File: config.mk
export PLATFORM = sky130hd
export DESIGN_NAME = am2940_dma_sequencer
export DESIGN_NICKNAME = d
export VERILOG_FILES = /design/src/rtl/am2940_dma_sequencer.sv
export SDC_FILE = /design/constraint.sdc
export NUM_CORES = 1
export LEC_CHECK = 0
export BUFFER_PORTS_ARGS = -buffer_cell sky130_fd_sc_hd__buf_2
export CORE_ASPECT_RATIO = 2
export CORE_UTILIZATION = 30
export CTS_CLUSTER_DIAMETER = 60
export DETAILED_ROUTE_END_ITERATION = 16
export MAX_ROUTING_LAYER = met4
export PLACE_DENSITY = 0.61
export SLEW_MARGIN = 20
export SYNTH_ARGS = -nofsm -noshare
export SYNTH_HDL_FRONTEND = slang
export SYNTH_SLANG_ARGS = --single-unit
File: constraint.sdc
create_clock -name clk -period 6.2 [get_ports clk]
set_input_delay 1.86 -clock clk [delete_from_list [all_inputs] [get_ports clk]]
set_output_delay 1.86 -clock clk [all_outputs]
set_load 0.05 [all_outputs]
File: src/rtl/am2940_dma_sequencer.sv
// am2940_dma_sequencer: loads an AM2940 from a latched command, then runs one req/ack memory beat per word until done, abort or timeout
module am2940_dma_sequencer #(
  parameter int DATA_LENGTH  = 8,
  parameter int CTRL_LENGTH  = 3,
  parameter int INSTR_LENGTH = 3,
  parameter int ACK_TIMEOUT  = 16
) (
  input  logic                    clk,
  input  logic                    rst,
  input  logic                    start,
  input  logic [CTRL_LENGTH-1:0]  cmd_ctrl,
  input  logic [DATA_LENGTH-1:0]  cmd_addr,
  input  logic [DATA_LENGTH-1:0]  cmd_wc,
  input  logic                    abort,
  output logic [INSTR_LENGTH-1:0] instruction,
  output logic [DATA_LENGTH-1:0]  data_out,
  output logic                    data_oe,
  output logic                    cinac,
  output logic                    cinwc,
  output logic                    oena,
  input  logic                    dma_done,
  input  logic [DATA_LENGTH-1:0]  dma_address,
  output logic                    mem_req,
  output logic [DATA_LENGTH-1:0]  mem_addr,
  input  logic                    mem_ack,
  output logic                    busy,
  output logic                    xfer_done,
  output logic                    timeout_err,
  output logic [DATA_LENGTH-1:0]  beat_cnt
);
  localparam int TW = $clog2(ACK_TIMEOUT + 1);
  typedef enum logic [2:0] {IDLE, LD_CTRL, LD_ADDR, LD_WC, REQ, CHECK, ABORT} state_t;
  state_t state, nxt;
  logic [CTRL_LENGTH-1:0] ctrl_r;
  logic [DATA_LENGTH-1:0] addr_r, wc_r;
  logic [TW-1:0] tmo;
  logic beat;
  // abort outranks ack, so a coinciding abort never steps the AM2940 counters
  assign beat = state == REQ && mem_ack && !abort;
  always_comb begin
    nxt = state;
    case (state)
      IDLE:    nxt = start ? LD_CTRL : IDLE;
      LD_CTRL: nxt = LD_ADDR;
      LD_ADDR: nxt = LD_WC;
      LD_WC:   nxt = REQ;
      REQ:     nxt = mem_ack ? CHECK : tmo == '0 ? ABORT : REQ;
      CHECK:   nxt = dma_done ? IDLE : REQ;
      default: nxt = IDLE;
    endcase
    if (abort && state != IDLE) nxt = ABORT;
  end
  always_comb begin
    instruction = state == LD_CTRL ? INSTR_LENGTH'(0) :
                  state == LD_ADDR ? INSTR_LENGTH'(5) :
                  state == LD_WC   ? INSTR_LENGTH'(6) :
                  state == ABORT   ? INSTR_LENGTH'(4) : INSTR_LENGTH'(7);
    data_out    = state == LD_CTRL ? DATA_LENGTH'(ctrl_r) :
                  state == LD_ADDR ? addr_r :
                  state == LD_WC   ? wc_r : '0;
    data_oe     = state inside {LD_CTRL, LD_ADDR, LD_WC};
    cinac       = !beat;
    cinwc       = !beat;
    oena        = state != REQ;
    mem_req     = state == REQ;
    busy        = state != IDLE;
  end
  always_ff @(posedge clk) begin
    if (rst) begin
      state       <= IDLE;
      ctrl_r      <= '0;
      addr_r      <= '0;
      wc_r        <= '0;
      tmo         <= '0;
      mem_addr    <= '0;
      beat_cnt    <= '0;
      timeout_err <= 1'b0;
      xfer_done   <= 1'b0;
    end else begin
      state     <= nxt;
      xfer_done <= state == CHECK && nxt == IDLE;
      if (state == IDLE && start) begin
        ctrl_r      <= cmd_ctrl;
        addr_r      <= cmd_addr;
        wc_r        <= cmd_wc;
        beat_cnt    <= '0;
        timeout_err <= 1'b0;
      end
      if (nxt == REQ && state != REQ) begin
        mem_addr <= dma_address;
        tmo      <= TW'(ACK_TIMEOUT - 1);
      end else if (state == REQ) tmo <= tmo - 1'b1;
      if (beat) beat_cnt <= beat_cnt + 1'b1;
      if (state == REQ && nxt == ABORT && !abort) timeout_err <= 1'b1;
    end
  end
endmodule

* Word-level counts from Yosys, hierarchy flattened
Index checks and enable logic that the tools add are counted.
** Word-level totals
- Flip-flop bits (word level) :: 45
- Word-level logic and storage cells :: 59
** Cells by class
- Reductions and logical operators :: 19
- Equal/unequal tests :: 9
- Add/sub/neg operators :: 2
- Multiplexer cells :: 19
** Operators by type and width (count)
- 8-bit two-way mux :: 5
- 3-bit one-hot mux with 6 select lines :: 1
- 3-bit == test, second input constant :: 5
- 2-bit two-way mux :: 5
- 3-bit two-way mux :: 3
- 8-bit by 1-bit adder with 8-bit output, second input constant :: 1
- 1-bit logical AND :: 8
- 4-bit two-way mux :: 2
- 3-bit by 2-bit == test with 1-bit output, second input constant :: 2
- 3-bit zero test :: 2
- 2-bit nonzero test :: 3
- 3-bit nonzero test :: 2
- 5-bit zero test :: 1
- 5-bit by 1-bit subtractor with 5-bit output, second input constant :: 1
- 3-bit by 1-bit == test with 1-bit output, second input constant :: 1
- 1-bit two-way mux :: 3
- 3-bit inequality test, second input constant :: 1
- 1-bit zero test :: 2
- 2-bit OR reduction :: 1

* Logic depth before layout (Yosys ltp)
Gate-level depths: netlist (run 1).
- Depth in word-level cells :: 9
- Gate-level depth with buffers :: 6

* Least setup slack after synthesis (run 1)
No wires, ideal clock.
- Path type :: input to output
- Start point :: input abort
- End point :: output cinwc
- Setup slack :: 1.059 ns
- Required time :: 4.340 ns
- Cell stages on the path :: 4
- Arrival time :: 3.281 ns
- Path through :: clkbuf_1 nor4b_2 nand2_1 buf_4
** On the way
- Longest elaborated chain between the ends :: 3
** RTL lines
- start, declared :: RTL line 14 : input logic abort,
- 1-bit zero test :: RTL line 39 : assign beat = state == REQ && mem_ack && !abort;
- 1-bit logical AND :: RTL line 39
- 1-bit zero test
- end, declared :: RTL line 19 : output logic cinwc,
Every way passes these cells.

* Worst setup path in the final report (run 1)
- Start point :: input abort
- End point :: output cinwc
** On the way
- Longest elaborated chain between the ends :: 3
** RTL lines
- 1-bit zero test :: RTL line 39
- 1-bit logical AND :: RTL line 39
- 1-bit zero test :: RTL line 63 : cinwc = !beat;
Every way passes these cells.

==> metrics, run 1 <==
total congestion overflow 0; WL/cell about 13 um; Worst Tran Pin Value 982 ps; first-pass GRT wire length 8980 um; Setup crit start kind input port; top-area cell type share of the netlist area 0.406; share of layout cells above drive strength 1 0.265; CTS tree yes; io pins between 60 and 70; delay-heaviest family, CP simple AND/OR/NAND/NOR gates; Total Wirelength 5610 um; final-report max-slew violation count 0; Crit. End Element output pin; Hold Vio Cnt, Final 0; combinational fraction of design power 0.328; initial antenna violation count 0; fmax 200 MHz; routability cong. 0.820; Mapped Area 0.00222 mm^2; clock network fraction of design power 0.301; most frequent cells in the layout buf_2, nand2_1, dfxtp_1; Mapped Avg Cell Area 8.10 um^2; Post-DP Area roughly 0.0026 mm^2; placed cells between 400 and 500; # DRC 0; die area 0.00776 mm^2; Area Overhead vs Synth 24.2%; Psw roughly 400 uW; post-route setup TNS 0 ps; largest net degree at the start of global routing 38; CP arrival 3130 ps; synth warn 0; minimum clock period between 4000 and 5000 ps; Cell Pwr Density 371 mW/mm^2; num rows 44; max cap viols 0; ys flop type dfxtp_1; Post-synth EDFFs 0; clk sink count 45; Post-Layout Cell Count 420; clock skew 2.94 ps; worst stage delay on the critical path between 500 and 600 ps; final setup violation count 0; vias 2129; drt first pass iters 5; critical path class in2out; worst hold path type reg2reg; outcome complete, no violations; setup bufs post-CTS 0; post-route ant nets 0; vias in the first global route ~2000; P_int 622 uW; sequential area share after synthesis 0.406; largest cells by area after synthesis dfxtp_1, nand2_1, mux2i_1; fin crit share 0.805; clk slew on worst S/H paths 60 ps; slowest CP cell nor4b_2; Multi-input gate area 0.00119 mm^2; gr usage total 0.153; clock buffers created by TritonCTS 5; Worst slew margin 0.344; DP HPWL 3980 um; Die Height 124 um; Hold-fix buffers, CTS 0; Max VDD drop 191 uV; Yosys reg bits 45; chip width between 60 and 70 um; clock latency on the worst-skew pair 290 ps; Antenna Cells 0; IO buf count 67; CTS root buf clkbuf_16; initial drt markers 47; Max FO, Critical Path 9; cell chain of the critical path buf_2 > nor4b_2 > nand2_1 > buf_2; commonest non-fill, non-tap cell in the layout buf_2; Reg area ~900 um^2; Netlist cell types 44; CP Buf/Inv Count 2; post-route design area 0.00276 mm^2; final hold slack 453 ps; fin nets between 300 and 400; Placeable Area 0.00721 mm^2; Reg power frac 0.372; Worst Path Required around 4300 ps; FFs w/ async S/R, synth 0; post_cts resized 0; Post-Syn Instances 274; Initial Utilization 0.308; CTS H-tree lvls 2; RSZ-0062 raised after global routing no; # fillers 769; vias per std cell around 5.1; area leader, netlist dfxtp_1; CTS Buffer Depth 2; Mapped Nets 310; Lkg Pwr around 0.0011 uW; CP dominant cell by count buf_2; Switching Share 0.391
## through the flow
stage	utilization	worst slack [ps]	power, uW
after floorplan	-	1060	645
after global placement	0.358	1290	715
after detailed placement	0.358	1210	718
after CTS	0.382	1230	1030
after global routing	0.382	1130	1080
final	0.382	1210	1020
## worst paths after layout
kind             start     endpoint  slack (ps)  depth (start not counted)
max              abort        cinwc        1210                          4
min          addr_r[2]    addr_r[2]         450                          2
max reg2reg   state[0]  timeout_err        3890                          3
min reg2reg  addr_r[2]    addr_r[2]         450                          2
## sequential cells by signal, indices dropped and copies added (netlist names)
name and flops:
beat_cnt 8, addr_r 8, xfer_done 1, timeout_err 1
state 3, ctrl_r 3, tmo 5, mem_addr 8
wc_r 8
## power groups by stage
stage	Combinational [uW]	Sequential (uW)	Clock [uW]
3_5_place_dp	333	386	0
6_report	335	380	307
3_3_place_gp	331	384	0
2_1_floorplan	285	360	0
5_1_grt	367	387	323
4_1_cts	336	380	314
## routing by layer
layer	vias to the layer above	wire length, um	track usage
met2	66	2980	0.289
met1	983	2260	0.147
li1	1068	-	-
met4	0	161	0.0858
met5	-	0	-
met3	12	206	0.0229
## synthesized netlist by cell type, types with 2 or more instances
cell type / n
nand2_1: 59
dfxtp_1: 45
a21oi_1: 28
mux2i_1: 15
nor2_1: 13
clkbuf_1: 12
inv_1: 9
buf_2: 7
nand2b_1: 7
a22oi_1: 6
nand3_1: 6
nor2b_1: 6
nor4_1: 6
o21ai_0: 6
nand4_1: 5
a2111oi_0: 3
and3_1: 3
ha_1: 3
mux2_2: 3
or3_1: 3
a211oi_1: 2
a221oi_1: 2
and4_1: 2
nor3_1: 2
o211ai_1: 2
## layout make-up
cell class | count | area share
clock inverter | 3 | 0.0168
multi-input combinational | 198 | 0.432
inverter | 9 | 0.0123
tap | 92 | 0.0418
clock buffer | 5 | 0.0454
timing repair buffer | 68 | 0.124
sequential | 45 | 0.327
## tightest hold or removal path: cells and delay by family (launching register included)
kind,cells,cell delay [ps]
flip-flops,1,310
AND/OR/NAND/NOR,1,50
AO/OA/AOI/OAI,1,50
## kinds of logic (layout without fill, tap and decap cells)
| logic type | count (synthesis) | in the layout | share of synthesized area |
|---|---|---|---|
| AND/OR/NAND/NOR | 120 | 120 | 0.270 |
| AO/OA/AOI/OAI | 57 | 57 | 0.162 |
| flip-flops | 45 | 45 | 0.406 |
| buffers and inverters | 31 | 85 | 0.0615 |
| multiplexers | 18 | 18 | 0.0829 |
| adder cells (fa/ha/maj) | 3 | 3 | 0.0169 |
No activity file was read; power rests on OpenSTA's default activity.
==> inputs of run 2 (changes only) <==
==> constraint.sdc (replaced) <==
create_clock -name clk -period 4.9 [get_ports clk]
set_input_delay 1.47 -clock clk [delete_from_list [all_inputs] [get_ports clk]]
set_output_delay 1.47 -clock clk [all_outputs]
set_load 0.05 [all_outputs]
==> run 2 against run 1 <==
Global-route usage up 0.060 points. First-iteration DRC count shrank 26%. Count of clock-buffer cells in the layout grew 2. Worst hold slack hardly changed. Cell count up 0.24%. Power rose by 27%. Sequential power rose by 27%. Sequential cell count unchanged. Clock skew grew 2.1 ps. Register-to-register slack worse by 1200 ps. Non-clock buffer count rose by 1. Via count decreased by 0.85%.
==> metrics, run 2 (synthesized netlist as in run 1, its figures left out) <==
clk sink count 45 (unchanged); Post-DP Area 0.00259 mm^2 (+0.29%); io pins 68 (unchanged); Area Overhead vs Synth 24.6%; Initial Utilization 0.308 (unchanged); Lkg Pwr 0.00112 uW (+0.86%); final setup violation count 0 (unchanged); post-route ant nets 0 (unchanged); worst hold path type reg2reg; Cell Pwr Density 471 mW/mm^2 (+27%); largest net degree at the start of global routing 38 (unchanged); CTS H-tree lvls 2 (unchanged); DP HPWL 4060 um (+2.1%); Hold-fix buffers, CTS 0 (unchanged); Worst Tran Pin Value 953 ps (-29.6 ps); CTS Buffer Depth 2 (unchanged); post-route design area 0.00276 mm^2 (+0.32%); IO buf count 67 (unchanged); chip width 62.8 um (unchanged); Total Wirelength 5660 um (+1.0%); initial drt markers 35 (-26%); outcome complete, no violations; num rows 44 (unchanged); post_cts resized 0 (unchanged); fmax between 200 and 300 MHz; clock latency on the worst-skew pair 290 ps (about the same); gr usage total 0.154 (+0.000598); vias 2111 (-0.85%); vias in the first global route 1935 (-3.0%); die area 0.00776 mm^2 (unchanged); fin crit share 0.789; fin nets 364 (+0.28%); Worst slew margin 0.364 (+0.0198); first-pass GRT wire length 8970 um (about the same); post-route setup TNS 0 ps (unchanged); Placeable Area 0.00721 mm^2 (unchanged); RSZ-0062 raised after global routing no; CTS root buf clkbuf_16; final-report max-slew violation count 0 (unchanged); clk slew on worst S/H paths 60 ps (about the same); minimum clock period 3870 ps; setup bufs post-CTS 0 (unchanged); Antenna Cells 0 (unchanged); CP arrival 2400 ps (-730 ps); Worst Path Required 3430 ps (-910 ps); vias per std cell 5.01 (-1.1%); initial antenna violation count 0 (unchanged); Die Height 124 um (unchanged); CTS tree yes; Max VDD drop 268 uV (+40%); commonest non-fill, non-tap cell in the layout buf_2; WL/cell 13.5 um (+0.78%); clock skew 5.06 ps (+2.12 ps); max cap viols 0 (unchanged); Setup crit start kind input port; drt first pass iters 4 (-1); Crit. End Element output pin; Hold Vio Cnt, Final 0 (unchanged); share of layout cells above drive strength 1 0.264 (-0.000806); Max FO, Critical Path 9 (unchanged); total congestion overflow 0 (unchanged); routability cong. 0.815 (-0.65%); # DRC 0 (unchanged); critical path class in2out; most frequent cells in the layout buf_2, nand2_1, dfxtp_1; clock buffers created by TritonCTS 5 (unchanged)
-- run 2: cell count changes in the layout (fill, tap and decap cells not counted) --
cell	before	now
buf_4	1	2
clkinv_4	1	0
clkbuf_8	0	1
clkinvlp_4	1	0
clkbuf_1	0	1
-- run 2: per-layer routing --
metal,global-route usage,vias up,routed length (um)
met4,0.0843,0,127
met5,-,-,0
met2,0.281,56,3020
met1,0.156,979,2340
met3,0.0238,8,173
li1,-,1068,-
-- run 2: stage by stage --
stage / total power (uW) / utilization / instances / setup WS [ps] / hold WS, ps
floorplan: 816 / - / 274 / 539 / 433
global route: 1370 / 0.383 / 421 / 962 / 471
global placement: 906 / 0.359 / 413 / 1060 / 440
detailed placement: 914 / 0.359 / 413 / 1050 / 446
CTS: 1310 / 0.383 / 421 / 1050 / 455
finish: 1300 / 0.383 / 421 / 1030 / 453
-- run 2: worst max-delay path: stages --
cell and delay (ps):
buf_2 150, nor4b_2 210, buf_4 190, nand2_1 130
buf_2 250
-- run 2: path summary, 6_finish.rpt --
kind                                     to   startpoint  slack [ps]  depth (start not counted)
worst min-delay path            mem_addr[7]  mem_addr[7]         450                          2
worst min register to register  mem_addr[7]  mem_addr[7]         450                          2
worst max-delay path                  cinwc        abort        1030                          5
worst max register to register  timeout_err     state[0]        2680                          3
-- run 2: area by class of cell --
class	instances	area [um^2]
multi-input cells	198	1190
fillers	767	4450
clock inverters	1	30.0
well taps	92	115
flip-flops and latches	45	901
clock buffers	7	143
inverters	9	33.8
repair buffers	69	350
-- run 2: power breakdown --
part           leakage [uW]  internal [uW]  total (uW)  switching, uW
Clock             0.0000841            255         398            143
Combinational      0.000668            133         422            289
Sequential         0.000366            414         481           67.4
==> inputs of run 3 (changes only) <==
--- a/config.mk
+++ b/config.mk
@@ -5,13 +5,14 @@
 export SDC_FILE = /design/constraint.sdc
 export NUM_CORES = 1
 export LEC_CHECK = 0
+export ABC_AREA = 1
 export BUFFER_PORTS_ARGS = -buffer_cell sky130_fd_sc_hd__buf_2
 export CORE_ASPECT_RATIO = 2
 export CORE_UTILIZATION = 30
 export CTS_CLUSTER_DIAMETER = 60
 export DETAILED_ROUTE_END_ITERATION = 16
 export MAX_ROUTING_LAYER = met4
-export PLACE_DENSITY = 0.61
+export PLACE_DENSITY = 0.63
 export SLEW_MARGIN = 20
 export SYNTH_ARGS = -nofsm -noshare
 export SYNTH_HDL_FRONTEND = slang
==> constraint.sdc (replaced) <==
create_clock -name clk -period 3.55 [get_ports clk]
set_input_delay 1.065 -clock clk [delete_from_list [all_inputs] [get_ports clk]]
set_output_delay 1.065 -clock clk [all_outputs]
set_load 0.05 [all_outputs]
==> run 3 against run 2 <==
Cell count rose by 8.8%. Combinational power rose to 3.4 times the previous value. Worst setup slack got worse by 410 ps. Sequential share of layout area rose by 0.51 points. Highest routed layer unchanged. Clock power rose by 10%. Area after synthesis fell by 0.79%.
==> metrics, run 3 <==
outcome complete, no violations; chip width 62.6 um (-0.38%); clock buffers created by TritonCTS 5 (unchanged); # DRC 0 (unchanged); combinational family with the most area after synthesis simple AND/OR/NAND/NOR gates; Mapped Avg Cell Area 7.22 um^2 (-11%); Hold Vio Cnt, Final 0 (unchanged); minimum clock period 2920 ps; post-route setup TNS 0 ps (unchanged); Worst Hold Launch ctrl_r[2]; total congestion overflow 0 (unchanged); Post-synth EDFFs 0 (unchanged); Worst Hold Endpoint ctrl_r[2]; hold depth 2 (unchanged); worst hold path type reg2reg; sequential area share after synthesis 0.409 (+0.00323); Reg-to-Reg Start state[2]; io pins 68 (unchanged); post-synthesis simple-gate area fraction 0.244 (-0.0263); CP arrival 1860 ps (-540 ps); Mapped Area 0.00220 mm^2 (-0.79%); final setup violation count 0 (unchanged); post-synthesis xor/xnor area fraction 0.00796 (+0.00796); fin crit share 0.824; Setup crit start kind input port; Total Wirelength 5500 um (-2.9%); CTS tree yes; post_cts resized 0 (unchanged); Post-Syn Instances 305 (+11%); Synth Area in Adders 0.0171 (+0.000135); vias in the first global route 2050 (+5.9%); largest net degree at the start of global routing 29 (-24%); Crit. End Element output pin; Setup WS post-layout 626 ps (-406 ps); routability cong. 0.866 (+6.2%); critical path class in2out; pre-CTS setup slack 645 ps (-408 ps); clock skew 4.82 ps (-0.238 ps); Worst Reg2Reg Path Length in Cells 7 (+4); num rows 43 (-2.3%); clk slew on worst S/H paths 60 ps (about the same); Max VDD drop 513 uV (+91%); RSZ-0062 raised after global routing no; Initial Utilization 0.315 (+0.00707); Placeable Area 0.00699 mm^2 (-3.0%); Lkg Pwr 0.00134 uW (+20%); vias per std cell 4.65 (-7.3%); Netlist cell types 29 (-34%); total power draw 2630 uW (+100%); clock latency on the worst-skew pair 280 ps (about the same); compound-cell area share of the yosys netlist 0.166 (+0.00357); Area Overhead vs Synth 23.6%; Hold-fix buffers, CTS 0 (unchanged); Cell Pwr Density 966 mW/mm^2 (+110%); post-synthesis mux area share 0 (-0.0829); IO buf count 67 (unchanged); DP HPWL 4110 um (+1.2%); Worst Path Required 2480 ps (-950 ps); area leader, netlist dfxtp_1; fin nets 403 (+11%); fmax roughly 340 MHz; FFs w/ async S/R, synth 0 (unchanged); first-pass GRT wire length 9110 um (+1.5%); top-area cell type share of the netlist area 0.409 (+0.00323); CTS Buffer Depth 2 (unchanged); commonest non-fill, non-tap cell in the layout buf_2; CTS root buf clkbuf_16; vias 2129 (+0.85%); clk sink count 45 (unchanged); die area 0.00770 mm^2 (-0.77%); most frequent cells in the layout buf_2, inv_1, dfxtp_1; count leader, synth inv_1; gr usage total 0.157 (+0.00339); ys flop type dfxtp_1; Die Height 123 um (-0.39%); WL/cell 12.0 um (-11%); Mapped Nets 341 (+10%); synth warn 0 (unchanged); reg2reg setup slack 1320 ps (-1360 ps); final hold slack 448 ps (-4.88 ps); drt first pass iters 4 (unchanged); r2r endpoint mem_addr[0]; Yosys reg bits 45 (unchanged); largest cells by area after synthesis dfxtp_1, inv_1, nand2_1; Antenna Cells 0 (unchanged); Worst slew margin 0.639 (+0.275); post-route ant nets 0 (unchanged); final-report max-slew violation count 0 (unchanged); CTS H-tree lvls 2 (unchanged); commonest cells in the netlist inv_1, dfxtp_1, nand2_1, a21oi_1, o21ai_0; setup bufs post-CTS 0 (unchanged); share of layout cells above drive strength 1 0.283 (+0.0182); initial antenna violation count 0 (unchanged); initial drt markers 73 (+110%); Worst Tran Pin Value 540 ps (-413 ps); max cap viols 0 (unchanged); Max FO, Critical Path 6 (-3)
run 3: final cells by class:
class                   count  area (um^2)
fillers                   766         4270
multi-input cells         177          957
flip-flops and latches     45          901
repair buffers             69          350
inverters                  69          264
clock buffers               8          136
well taps                  90          113
run 3: logic make-up (layout without fill, tap and decap cells):
| family | after synthesis | in the layout |
|---|---|---|
| AND/OR/NAND/NOR | 104 | 104 |
| buffers and inverters | 83 | 146 |
| AO/OA/AOI/OAI | 68 | 68 |
| flip-flops | 45 | 45 |
| adder cells (fa/ha/maj) | 3 | 3 |
| XOR/XNOR | 2 | 2 |
run 3: how the worst max path moves through the flow:
stage | startpoint | endpoint | cells after the start
2_1_floorplan | mem_ack | cinwc | 4
3_3_place_gp | mem_ack | cinac | 5
3_5_place_dp | mem_ack | cinac | 5
4_1_cts | mem_ack | cinac | 5
5_1_grt | mem_ack | cinac | 5
6_report | mem_ack | cinwc | 5
run 3: report_power, final:
part           switching (uW)  total (uW)  internal (uW)
Combinational            1070        1440            373
Sequential               88.8         747            658
Clock                     177         439            262
run 3: metal layers:
layer  track usage  wire (um)  vias up
met1         0.156       2240      986
met3        0.0341        187        9
li1              -          -     1088
met2         0.285       2920       46
met5             -          0        -
met4        0.0828        157        0
run 3: worst max-delay path, stage by stage:
cell and delay (ps):
buf_2 90, nand3_1 100, nor2_2 260, inv_2 110
buf_2 230
run 3: through the flow:
stage	utilization	std cells	area [um^2]
after floorplan	-	305	2200
after CTS	0.389	458	2720
after detailed placement	0.370	450	2580
after global placement	0.370	450	2580
after global routing	0.389	458	2720
final	0.389	458	2720
